**config.mk**
```make
export PLATFORM = sky130hd
export DESIGN_NAME = fft_bf_sequencer
export DESIGN_NICKNAME = d
export VERILOG_FILES = /design/src/rtl/fft_pkg.sv /design/src/rtl/fft_bf_delay.sv /design/src/rtl/fft_bf_sequencer.sv
export SDC_FILE = /design/constraint.sdc
export NUM_CORES = 1
export LEC_CHECK = 0
export ABC_AREA = 1
export CAP_MARGIN = 25
export CORE_ASPECT_RATIO = 2
export CORE_MARGIN = 4
export CORE_UTILIZATION = 50
export CTS_CLUSTER_SIZE = 28
export DETAILED_ROUTE_END_ITERATION = 8
export PLACE_DENSITY = 0.71
export SYNTH_ARGS = -nofsm -noshare
export SYNTH_HDL_FRONTEND = slang
export SYNTH_SLANG_ARGS = --single-unit
```
**constraint.sdc**
```tcl
create_clock -name clk -period 8.98 [get_ports clk]
set_clock_uncertainty 0.05 [all_clocks]
set_input_delay 1.796 -clock clk [delete_from_list [all_inputs] [get_ports clk]]
set_output_delay 1.796 -clock clk [all_outputs]
set_load 0.05 [all_outputs]
```
**src/rtl/fft_pkg.sv**
```systemverilog
// fft_pkg: FSM state encoding and size helpers shared by the FFT butterfly sequencer.
package fft_pkg;
  typedef enum logic [1:0] {IDLE, ISSUE, DRAIN, DONE} state_e;
  function automatic int log2n(input int n);
    return $clog2(n);
  endfunction
  function automatic int stage_w(input int n);
    return $clog2($clog2(n));
  endfunction
endpackage

```
**src/rtl/fft_bf_delay.sv**
```systemverilog
// fft_bf_delay: fixed-depth shift line carrying butterfly valid, last-pair flag and address pair.
module fft_bf_delay #(
  parameter int W = 5,
  parameter int L = 4
) (
  input  logic         clk,
  input  logic         reset_n,
  input  logic         v_i,
  input  logic         last_i,
  input  logic [W-1:0] a_i,
  input  logic [W-1:0] b_i,
  output logic         v_o,
  output logic         last_o,
  output logic [W-1:0] a_o,
  output logic [W-1:0] b_o
);
  logic [L-1:0] v_q, l_q;
  logic [W-1:0] a_q [L];
  logic [W-1:0] b_q [L];
  always_ff @(posedge clk or negedge reset_n)
    if (!reset_n) begin
      v_q <= '0;
      l_q <= '0;
      for (int i = 0; i < L; i++) begin
        a_q[i] <= '0;
        b_q[i] <= '0;
      end
    end else begin
      v_q[0] <= v_i;
      l_q[0] <= last_i;
      a_q[0] <= a_i;
      b_q[0] <= b_i;
      for (int i = 1; i < L; i++) begin
        v_q[i] <= v_q[i-1];
        l_q[i] <= l_q[i-1];
        a_q[i] <= a_q[i-1];
        b_q[i] <= b_q[i-1];
      end
    end
  assign v_o    = v_q[L-1];
  assign last_o = l_q[L-1];
  assign a_o    = a_q[L-1];
  assign b_o    = b_q[L-1];
endmodule

```
**src/rtl/fft_bf_sequencer.sv**
```systemverilog
// fft_bf_sequencer: radix-2 in-place FFT butterfly address sequencer with writeback delay line.
// Optional FFT_SEQ_PERF_EN adds a saturating busy-cycle counter output perf_cycles.
module fft_bf_sequencer
  import fft_pkg::*;
#(
  parameter int N          = 32,
  parameter int BF_LATENCY = 4,
  localparam int LG        = log2n(N),
  localparam int SW        = stage_w(N)
) (
  input  logic          clk,
  input  logic          reset_n,
  input  logic          start,
  input  logic          stall,
  output logic          busy,
  output logic          done,
  output logic [SW-1:0] stage,
  output logic          rd_valid,
  output logic [LG-1:0] rd_addr_a,
  output logic [LG-1:0] rd_addr_b,
  output logic [LG-2:0] tw_addr,
  output logic          wb_valid,
  output logic [LG-1:0] wb_addr_a,
  output logic [LG-1:0] wb_addr_b
`ifdef FFT_SEQ_PERF_EN
  ,
  output logic [15:0]   perf_cycles
`endif
);
  localparam logic [LG-2:0] PMAX = '1;
  localparam logic [SW-1:0] SMAX = SW'(LG - 1);
  state_e        state_q, state_d;
  logic [SW-1:0] stage_q, stage_d;
  logic [LG-2:0] pair_q, pair_d;
  logic [LG-1:0] pe, hm, a;
  logic          wb_last;
  always_ff @(posedge clk or negedge reset_n)
    if (!reset_n) begin
      state_q <= IDLE;
      stage_q <= '0;
      pair_q  <= '0;
    end else begin
      state_q <= state_d;
      stage_q <= stage_d;
      pair_q  <= pair_d;
    end
  always_comb begin
    state_d = state_q;
    stage_d = stage_q;
    pair_d  = pair_q;
    unique case (state_q)
      IDLE:
        if (start) begin
          state_d = ISSUE;
          stage_d = '0;
          pair_d  = '0;
        end
      ISSUE:
        if (!stall) begin
          pair_d  = pair_q + 1'b1;
          state_d = pair_q == PMAX ? DRAIN : ISSUE;
        end
      DRAIN:
        if (wb_last) begin
          pair_d  = '0;
          state_d = stage_q == SMAX ? DONE : ISSUE;
          stage_d = stage_q == SMAX ? '0 : stage_q + 1'b1;
        end
      DONE: state_d = IDLE;
      default: state_d = IDLE;
    endcase
  end
  // a = pair with a zero bit inserted at position stage; b sets that bit
  always_comb begin
    pe        = {1'b0, pair_q};
    hm        = (LG'(1) << stage_q) - LG'(1);
    a         = (((pe >> stage_q) << stage_q) << 1) + (pe & hm);
    rd_valid  = state_q == ISSUE && !stall;
    rd_addr_a = rd_valid ? a : '0;
    rd_addr_b = rd_valid ? a + (LG'(1) << stage_q) : '0;
    tw_addr   = rd_valid ? (pair_q & hm[LG-2:0]) << (SMAX - stage_q) : '0;
  end
  assign busy  = state_q != IDLE;
  assign done  = state_q == DONE;
  assign stage = stage_q;
  fft_bf_delay #(.W(LG), .L(BF_LATENCY)) u_dly (
    .clk    (clk),
    .reset_n(reset_n),
    .v_i    (rd_valid),
    .last_i (rd_valid && pair_q == PMAX),
    .a_i    (rd_addr_a),
    .b_i    (rd_addr_b),
    .v_o    (wb_valid),
    .last_o (wb_last),
    .a_o    (wb_addr_a),
    .b_o    (wb_addr_b)
  );
`ifdef FFT_SEQ_PERF_EN
  logic [15:0] perf_q;
  always_ff @(posedge clk or negedge reset_n)
    if (!reset_n) perf_q <= '0;
    else if (state_q == IDLE && start) perf_q <= '0;
    else if (busy && perf_q != 16'hFFFF) perf_q <= perf_q + 1'b1;
  assign perf_cycles = perf_q;
`endif
endmodule

```
==> run metrics, run 1 <==
outcome finished clean; clock group share of total power 35.1%; hold path depth 0; number of flops mapped to enable cells by yosys 0; critical path's slowest cell clkdlybuf4s50_1; post-route setup TNS 0 ns; CTS root buffer clkbuf_8; total gr overflow 0; die height 107 µm; hold path startpoint u_dly.a_q[15]; RR Startpoint stage[0]; Post-route DRC 0; area leader, netlist dfrtp_1; max layer used met4; Core Region 4690 µm²; Fmax between 100 and 150 MHz; PwrDens 250 nW/µm²; WL/cell 14.4 µm; gr usage total between 15 and 20%; asr flop ratio synth 100%; routed wl met2 2510 µm; H-tree Lvls 3; buffer and inverter count on the worst path 6; Final Cycle Share between 70% and 80%; post-synthesis cell count ~240; layout cells sized above 1 ~9.2%; critical path peak fanout 16; drt pass-1 iters 4; antenna violations before repair 0; Die ar. around 6000 µm²; CTS Sinks 57; Sw Pwr between 0.2 and 0.25 mW; Avg Vias per Cell about 5.0; crit start category flip-flop; slowest stage delay, CP 0.85 ns; Synth Area per Inst 10.1 µm²; largest net degree at the start of global routing 58; crit end category primary output; Nets just under 300; starting DRC count in detailed routing 45; first-pass GRT wire length between 8000 and 9000 µm; sw frac 32.4%; final hold vios 0; register area share after synthesis about three fifths; Detailed Place HPWL approximately 3500 µm; Reg clk slew, reported paths roughly 0.070 ns; Setup-failing EPs final 0; CP delay by family, top buffers and inverters; Layout area overhead 22.5%; critical path's most frequent cell nand2_1; RSZ-0062 raised after global routing no; P_int approximately 0.51 mW; Min-Delay Path Class reg2reg; Max VDD drop ~0.16 mV; worst-skew pair later-pin latency approximately 0.33 ns; PnR worst setup slack ~2.1 ns; Flop pwr share between 40% and 50%; minimum clock period approximately 7 ns; Die W between 50 and 60 µm; GP Congestion 0.901; critical path type reg2out; vias in the first global route between 1500 and 2000; syn nets 264; Max Slew Vio Count 0; R2R setup slack 5.00 ns; diode count 0; Clock Path Buffers 2; Logic pwr share a little under a quarter; TritonCTS clock tree built; dominant synthesized flop cell dfrtp_1; post-CTS sizing 0; Tot Pwr 0.753 mW; worst reg-to-reg path cell count 21; row count 35; WL final 4850 µm; synthesized area between 2000 and 2500 µm²; cts bufs inserted 9; Post-CTS Setup Bufs 0; pre-CTS setup slack 2.53 ns; max_cap viols 0; reg2reg end u_dly.b_q[19]; FF+latch count, synth 57; io pins 35; max_slew headroom a little under three fifths; Crit path required time 7.13 ns; Least-Margin Pin Slew approximately 0.67 ns; Ys Warns 0; Min-Delay Endpoint u_dly.a_q[10]; Synth top area share slightly below 60%; hold-fix buffers at CTS 0; crit path cell chain inv_1 > ha_1 > ha_1 > inv_1 > ha_1 > inv_1 > nand2_1 > nand2_1 > nor2_1 > inv_1 > fa_1 > or2_2 > nand2_1 > ha_1 > nand3_1 > nand3_1 > nand2_1 > nand2_1 > inv_1 > nand2_1 > a21oi_1 > clkdlybuf4s50_1; post-synth cell types 27; final antenna-violating net count 0; Initial Utilization a little over half; top cells by area, synth dfrtp_1, nand2_1, ha_1; leak pwr between 1 and 1.5 nW; WL met1 approximately 1800 µm; met3 WL post-DR 271 µm; Port Buffer Count 34; CP arrival between 5 and 6 ns; via count 1701
==> worst register-to-register path: cells and delay by family, from the launching register on <==
| family | cells | cell delay, ns |
|---|---|---|
| adders and majority gates | 5 | 1.34 |
| buffers and inverters | 5 | 0.59 |
| AOI/OAI and AO/OA | 1 | 0.19 |
| and+or+nand+nor | 10 | 1.10 |
| DFF | 1 | 0.62 |
==> flip-flops by register name (all words and copies together), names as in the netlist, 3 cells and up <==
signal / count
pair_q: 4
u_dly.b_o: 5
u_dly.b_q: 15
u_dly.l_q: 4
u_dly.a_o: 5
stage: 3
u_dly.v_q: 4
u_dly.a_q: 15
==> worst max-delay path by stage <==
stage                     slack [ns]     start  cells after the start      endpoint
after floorplan                 2.83  stage[0]                     20  rd_addr_b[4]
final                           2.13  stage[0]                     22  rd_addr_b[4]
after global routing            1.75  stage[0]                     22  rd_addr_b[4]
after global placement          2.68  stage[0]                     20  rd_addr_b[4]
after detailed placement        2.53  stage[0]                     20  rd_addr_b[4]
after CTS                       2.14  stage[0]                     20  rd_addr_b[4]
==> kinds of logic after synthesis <==
family,after synthesis,share of synthesized area [%]
AO/OA/AOI/OAI,27,5.96
XOR/XNOR,2,0.714
adder cells (fa/ha/maj),17,9.28
buffers and inverters,45,8.51
flip-flops,57,58.1
other,1,0.153
AND/OR/NAND/NOR,94,17.3
==> routing by layer <==
metal	global-route usage (%)	vias up
met5	0	-
met2	29.9	61
met3	5.54	21
li1	-	823
met1	18.1	796
met4	12.4	0
==> Yosys cell counts (2+ instances only) <==
| cell | count |
|---|---|
| nand3_1 | 15 |
| buf_2 | 2 |
| inv_1 | 31 |
| dfrtp_1 | 57 |
| nand2_4 | 2 |
| ha_1 | 15 |
| nand4_1 | 3 |
| buf_4 | 10 |
| a21oi_1 | 8 |
| nand2_1 | 51 |
| o21ai_0 | 12 |
| nor2_1 | 17 |
| fa_1 | 2 |
| or2_2 | 2 |
| xor2_1 | 2 |
| o21ai_1 | 2 |
| o22ai_1 | 2 |
==> cell type report <==
type	count	area (µm²)
well taps	55	68.8
repair buffers	35	343
clock inverters	7	103
flip-flops and latches	57	1430
inverters	33	124
fillers	400	1680
multi-input cells	141	820
clock buffers	9	124
==> metrics by stage <==
| step | area (µm²) | utilization [%] | hold WS [ns] | std cells |
|---|---|---|---|---|
| 2_1_floorplan | 2450 | - | 0.281 | 243 |
| 3_3_place_gp | 2780 | 59.4 | 0.281 | 321 |
| 3_5_place_dp | 2780 | 59.4 | 0.285 | 321 |
| 4_1_cts | 3010 | 64.2 | 0.295 | 337 |
| 5_1_grt | 3010 | 64.2 | 0.295 | 337 |
| 6_report | 3010 | 64.2 | 0.295 | 337 |
==> layout by cell type, fill, tap and decap left out, types with 2 or more instances in the layout <==
cell type	Yosys	routed
nand2_4	2	2
inv_1	31	31
o21ai_1	2	2
clkinv_4	0	3
or2_2	2	2
nand2_1	51	51
ha_1	15	15
dfrtp_1	57	57
clkdlybuf4s50_1	0	33
nor2_1	17	17
o21ai_0	12	12
bufinv_16	0	2
xor2_1	2	2
clkbuf_8	0	9
fa_1	2	2
nand3_1	15	15
a21oi_1	8	8
o22ai_1	2	2
nand4_1	3	3
==> power groups by stage <==
| stage | Combinational (mW) | Clock [mW] | Sequential, mW |
|---|---|---|---|
| after floorplan | 0.130 | 0 | 0.314 |
| after global placement | 0.174 | 0 | 0.316 |
| after detailed placement | 0.175 | 0 | 0.318 |
| after CTS | 0.179 | 0.272 | 0.313 |
| after global routing | 0.192 | 0.284 | 0.316 |
| final | 0.176 | 0.264 | 0.313 |
No activity file was read; power rests on OpenSTA's default activity.
==> run 2: changes to the inputs <==
- clock period: 8.98 -> 6.33 ns (I/O delays scaled with it)
==> run metrics, run 2 (synthesized netlist as in run 1, its figures left out) <==
critical path peak fanout 7 (-9); Area after DPL 2800 µm² (+0.54%); WL/cell 14.0 µm (-2.8%); final hold vios 0 (unchanged); drt pass-1 iters 4 (unchanged); Crit path required time 5.01 ns (-2.12 ns); top flop regs u_dly.a_q x15, u_dly.b_q x15; die height 107 µm (unchanged); design area 3000 µm² (-0.25%); Min-Delay Path Class reg2reg; RSZ-0062 raised after global routing no; critical path type reg2out; Fmax about 170 MHz; Min-Delay Endpoint u_dly.b_o[4]; starting DRC count in detailed routing 20 (-56%); Least-Margin Pin Slew 0.673 ns (+0.000493 ns); max_slew headroom 55.1% (about the same); crit start category flip-flop; CTS Sinks 57 (unchanged); pre-CTS setup slack 0.750 ns (-1.78 ns); GP Congestion 0.890 (-1.2%); RR Startpoint stage[0]; minimum clock period 5.92 ns; max_cap viols 0 (unchanged); PwrDens 341 nW/µm² (+36%); Post-route DRC 0 (unchanged); Setup-failing EPs final 0 (unchanged); Nets 300 (+0.67%); Port Buffer Count 34 (unchanged); first-pass GRT wire length 7860 µm (-2.9%); CTS root buffer clkbuf_8; Max Slew Vio Count 0 (unchanged); Die W 57.5 µm (unchanged); cts bufs inserted 9 (unchanged); final antenna-violating net count 0 (unchanged); antenna violations before repair 0 (unchanged); post-route setup TNS 0 ns (unchanged); Final Cycle Share between 90% and 100%; hold-fix buffers at CTS 0 (unchanged); worst-skew pair later-pin latency 0.32 ns (about the same); Detailed Place HPWL 3660 µm (+3.6%); outcome finished clean; Avg Vias per Cell 4.95 (-1.9%); Core Region 4690 µm² (unchanged); CP arrival 4.61 ns (-0.40 ns); total gr overflow 0 (unchanged); io pins 35 (unchanged); Reg clk slew, reported paths 0.07 ns (about the same); crit end category primary output; reg2reg end u_dly.b_q[19]; row count 35 (unchanged); largest net degree at the start of global routing 58 (unchanged); H-tree Lvls 3 (unchanged); WL final 4750 µm (-2.2%); leak pwr 1.49 nW (-0.28%); Clock Path Buffers 2 (unchanged); layout cells sized above 1 9.86% (+0.64 points); Tot Pwr 1.02 mW (+36%); commonest non-fill, non-tap cell in the layout dfrtp_1; PnR worst setup slack 0.406 ns (-1.72 ns); TritonCTS clock tree built; Die ar. 6160 µm² (unchanged); Initial Utilization 52.4% (unchanged); hold path startpoint u_dly.b_q[9]; hold path depth 0 (unchanged); via count 1678 (-1.4%); worst reg-to-reg path cell count 19 (-9.5%); diode count 0 (unchanged); Post-CTS Setup Bufs 0 (unchanged); Max VDD drop 0.217 mV (+39%); Layout area overhead 22.2%; vias in the first global route 1690 (-6.3%); R2R setup slack 2.74 ns (-2.26 ns); most frequent cells in the layout dfrtp_1, nand2_1, clkdlybuf4s50_1, inv_1, nor2_1; gr usage total 17.4% (-0.35 points); post-CTS sizing 0 (unchanged)
[run 2: changes by cell type in the layout (fill, tap and decap cells not counted), sizes merged]
cell	change
bufinv	-1
buf	+2
clkbuf	+1
clkinvlp	+2
clkinv	-2
[run 2: how the worst max path moves through the flow]
stage | start | to | slack, ns | depth (start not counted)
after global routing | stage[2] | rd_addr_b[4] | 0.08 | 21
after detailed placement | stage[2] | rd_addr_b[4] | 0.75 | 19
after floorplan | stage[0] | rd_addr_b[4] | 0.71 | 20
after global placement | stage[0] | rd_addr_b[4] | 0.90 | 20
final | stage[0] | rd_addr_b[4] | 0.41 | 20
after CTS | stage[2] | rd_addr_b[4] | 0.38 | 19
[run 2: final cells by class]
type / instances / area, µm²
clock buffers: 10 / 138
clock inverters: 6 / 66.3
fillers: 387 / 1690
inverters: 33 / 124
multi-input cells: 141 / 820
flip-flops and latches: 57 / 1430
well taps: 55 / 68.8
repair buffers: 37 / 358
[run 2: power breakdown]
group	switching, mW	internal, mW
registers	0.0259	0.419
clock network	0.139	0.193
logic	0.170	0.0783
[run 2: metrics by stage]
stage / hold WS [ns] / util [%] / instances
after detailed placement: 0.285 / 59.7 / 323
after global routing: 0.298 / 64.0 / 339
after global placement: 0.282 / 59.7 / 323
final: 0.293 / 64.0 / 339
after floorplan: 0.281 / - / 243
after CTS: 0.292 / 64.0 / 339
[run 2: worst max-delay path: stages (launching register included)]
cell and delay (ns):
dfrtp_1 0.38, inv_1 0.20, ha_1 0.23, ha_1 0.15
inv_1 0.09, ha_1 0.29, nor2_1 0.21, ha_1 0.21
inv_1 0.06, fa_1 0.37, or2_2 0.31, nand2_1 0.07
ha_1 0.26, nand3_1 0.13, nand3_1 0.09, nand2_1 0.06
nand2_1 0.07, inv_1 0.05, nand2_1 0.04, a21oi_1 0.16
clkdlybuf4s50_1 0.84
[run 2: routing by layer]
| metal | GRT usage, % | vias up | wire, µm |
|---|---|---|---|
| li1 | - | 831 | - |
| met1 | 18.0 | 779 | 1780 |
| met2 | 29.6 | 49 | 2530 |
| met3 | 4.58 | 19 | 200 |
| met4 | 11.9 | 0 | 242 |
| met5 | 0 | - | 0 |
==> run 3: changes to the inputs <==
- ABC_AREA: 1 -> default
- PLACE_DENSITY: 0.71 -> 0.72
==> run metrics, run 3 <==
synthesized area 2280 µm² (-6.9%); drt pass-1 iters 4 (unchanged); CTS root buffer clkbuf_8; Max VDD drop 0.355 mV (+64%); Reg clk slew, reported paths 0.06 ns (about the same); max_slew headroom 55.5% (+0.35 points); area leader, netlist dfrtp_1; Least-Margin Pin Slew 0.668 ns (-0.00526 ns); Ys Warns 0 (unchanged); vias in the first global route 1567 (-7.3%); slowest stage delay, CP 0.53 ns (-0.31 ns); post-synthesis cell count 184 (-24%); post-synth cell types 38 (+41%); minimum clock period 5.86 ns (-0.0642 ns); asr flop ratio synth 100% (unchanged); via count 1448 (-14%); FF+latch count, synth 57 (unchanged); top flop regs u_dly.a_q x15, u_dly.b_q x15; Final Cycle Share 92.6% (-1.0 points); number of flops mapped to enable cells by yosys 0 (unchanged); RSZ-0062 raised after global routing no; starting DRC count in detailed routing 31 (+55%); Die W 55.8 µm (-3.0%); Fmax 171 MHz (+1.1%); Port Buffer Count 34 (unchanged); hold-fix buffers at CTS 0 (unchanged); largest net degree at the start of global routing 58 (unchanged); PnR worst setup slack 0.470 ns (+0.0642 ns); critical path's slowest cell dfrtp_1; crit end category primary output; WL final 4380 µm (-7.8%); Max Slew Vio Count 0 (unchanged); H-tree Lvls 3 (unchanged); most instantiated cells after synthesis dfrtp_1, ha_1, inv_1, nor2_1, buf_4; total gr overflow 0 (unchanged); critical path's most frequent cell ha_1; dominant synthesized flop cell dfrtp_1; Crit path required time 5.01 ns (about the same); worst hold margin 0.293 ns (+0.000465 ns); Post-route DRC 0 (unchanged); antenna violations before repair 0 (unchanged); cts bufs inserted 9 (unchanged); Post-Place Cells 263 (-19%); diode count 0 (unchanged); Setup-failing EPs final 0 (unchanged); most frequent cells in the layout dfrtp_1, clkdlybuf4s50_1, ha_1, inv_1, nor2_1; die height 104 µm (-3.3%); final hold vios 0 (unchanged); Detailed Place HPWL 3210 µm (-12%); syn nets 205 (-22%); CP delay by family, top adder cells; most common cell in the netlist dfrtp_1; outcome finished clean; Layout area overhead 24.6%; io pins 35 (unchanged); Synth top area share 62.4% (+4.3 points); top cells by area, synth dfrtp_1, ha_1, buf_4; Die ar. 5780 µm² (-6.2%); critical path peak fanout 9 (+2); buffer and inverter count on the worst path 4 (-1); critical path type reg2out; CP arrival 4.54 ns (-0.07 ns); Clock Path Buffers 2 (unchanged); Post-CTS Setup Bufs 0 (unchanged); GP Congestion 0.947 (+6.4%); max_cap viols 0 (unchanged); gr usage total 17.4% (-0.083 points); post-route setup TNS 0 ns (unchanged); first-pass GRT wire length 7460 µm (-5.1%); crit path cell chain inv_1 > ha_1 > ha_1 > inv_1 > ha_1 > nor2b_1 > ha_1 > inv_1 > fa_1 > xnor2_1 > ha_1 > and3_4 > or3_1 > a211o_1 > a21oi_2 > clkbuf_2; row count 34 (-2.9%); PwrDens 534 nW/µm² (+56%); commonest non-fill, non-tap cell in the layout dfrtp_1; Tot Pwr 1.52 mW (+48%); worst-skew pair later-pin latency 0.32 ns (about the same); leak pwr 1.34 nW (-9.7%); pre-CTS setup slack 0.333 ns (-0.416 ns); register area share after synthesis 62.4% (+4.3 points); crit start category flip-flop; Avg Vias per Cell 5.19 (+4.9%); layout cells sized above 1 11.6% (+1.7 points); Min-Delay Path Class reg2reg; Nets 241 (-20%); Synth Area per Inst 12.4 µm² (+23%); TritonCTS clock tree built; Initial Utilization 52.1% (-0.25 points); Core Region 4380 µm² (-6.5%); final antenna-violating net count 0 (unchanged); WL/cell 15.7 µm (+12%); CTS Sinks 57 (unchanged); Non-Filler Instances 279 (-18%)
## run 3: worst reg2reg max path, stage by stage (launching register included)
cell,delay [ns]
dfrtp_1,0.53
inv_1,0.20
ha_1,0.27
ha_1,0.24
inv_1,0.10
ha_1,0.22
nor2b_1,0.24
ha_1,0.21
inv_1,0.06
fa_1,0.37
xnor2_1,0.20
ha_1,0.29
and3_4,0.18
or3_1,0.36
a211o_1,0.31
a21oi_2,0.15
## run 3: cell families after synthesis
kind of cell | synth area share [%]
AO/OA/AOI/OAI | 6.85
XOR/XNOR | 2.30
adder cells (fa/ha/maj) | 9.97
buffers and inverters | 5.59
flip-flops | 62.4
multiplexers | 0.876
other | 0.164
AND/OR/NAND/NOR | 11.8
## run 3: final timing paths
check	start	to	slack [ns]	cells after the start
setup / recovery	stage[0]	rd_addr_b[4]	0.47	16
hold / removal	u_dly.v_q[0]	u_dly.v_q[1]	0.29	0
setup reg to reg	stage[0]	u_dly.b_q[19]	2.27	15
hold reg to reg	u_dly.v_q[0]	u_dly.v_q[1]	0.29	0
max in group asynchronous	reset_n	pair_q[2]	4.77	2
min in group asynchronous	reset_n	u_dly.b_o[2]	1.01	2
## run 3: through the flow
stage | area (µm²) | utilization [%]
4_1_cts | 2850 | 65.1
2_1_floorplan | 2280 | -
6_report | 2850 | 65.0
3_3_place_gp | 2620 | 59.9
3_5_place_dp | 2620 | 59.9
5_1_grt | 2850 | 65.0
## run 3: metal layers
layer / track usage, % / up-vias / share of wire, % / routed length [µm]
li1: - / 670 / - / -
met1: 18.3 / 692 / 35 / 1530
met2: 28.8 / 70 / 55 / 2400
met3: 4.73 / 16 / 5.1 / 224
met4: 12.7 / 0 / 5.1 / 222
met5: 0 / - / 0 / 0
## run 3: layout make-up
class	instances	area (µm²)
multi-input cells	103	731
clock inverters	5	77.6
clock buffers	11	151
well taps	54	67.6
repair buffers	36	345
fillers	338	1530
inverters	13	48.8
flip-flops and latches	57	1430
## run 3: timing repair
action	4_1_cts	5_1_grt
endpoints found under the hold margin	0	0
gates resized for setup	1	2
cloned	0	0
endpoints found under the setup margin	1	1
## run 3: report_power, final
part / internal [mW] / switching, mW
clock: 0.241 / 0.133
sequential: 0.470 / 0.0519
combinational: 0.211 / 0.413
total: 0.923 / 0.598
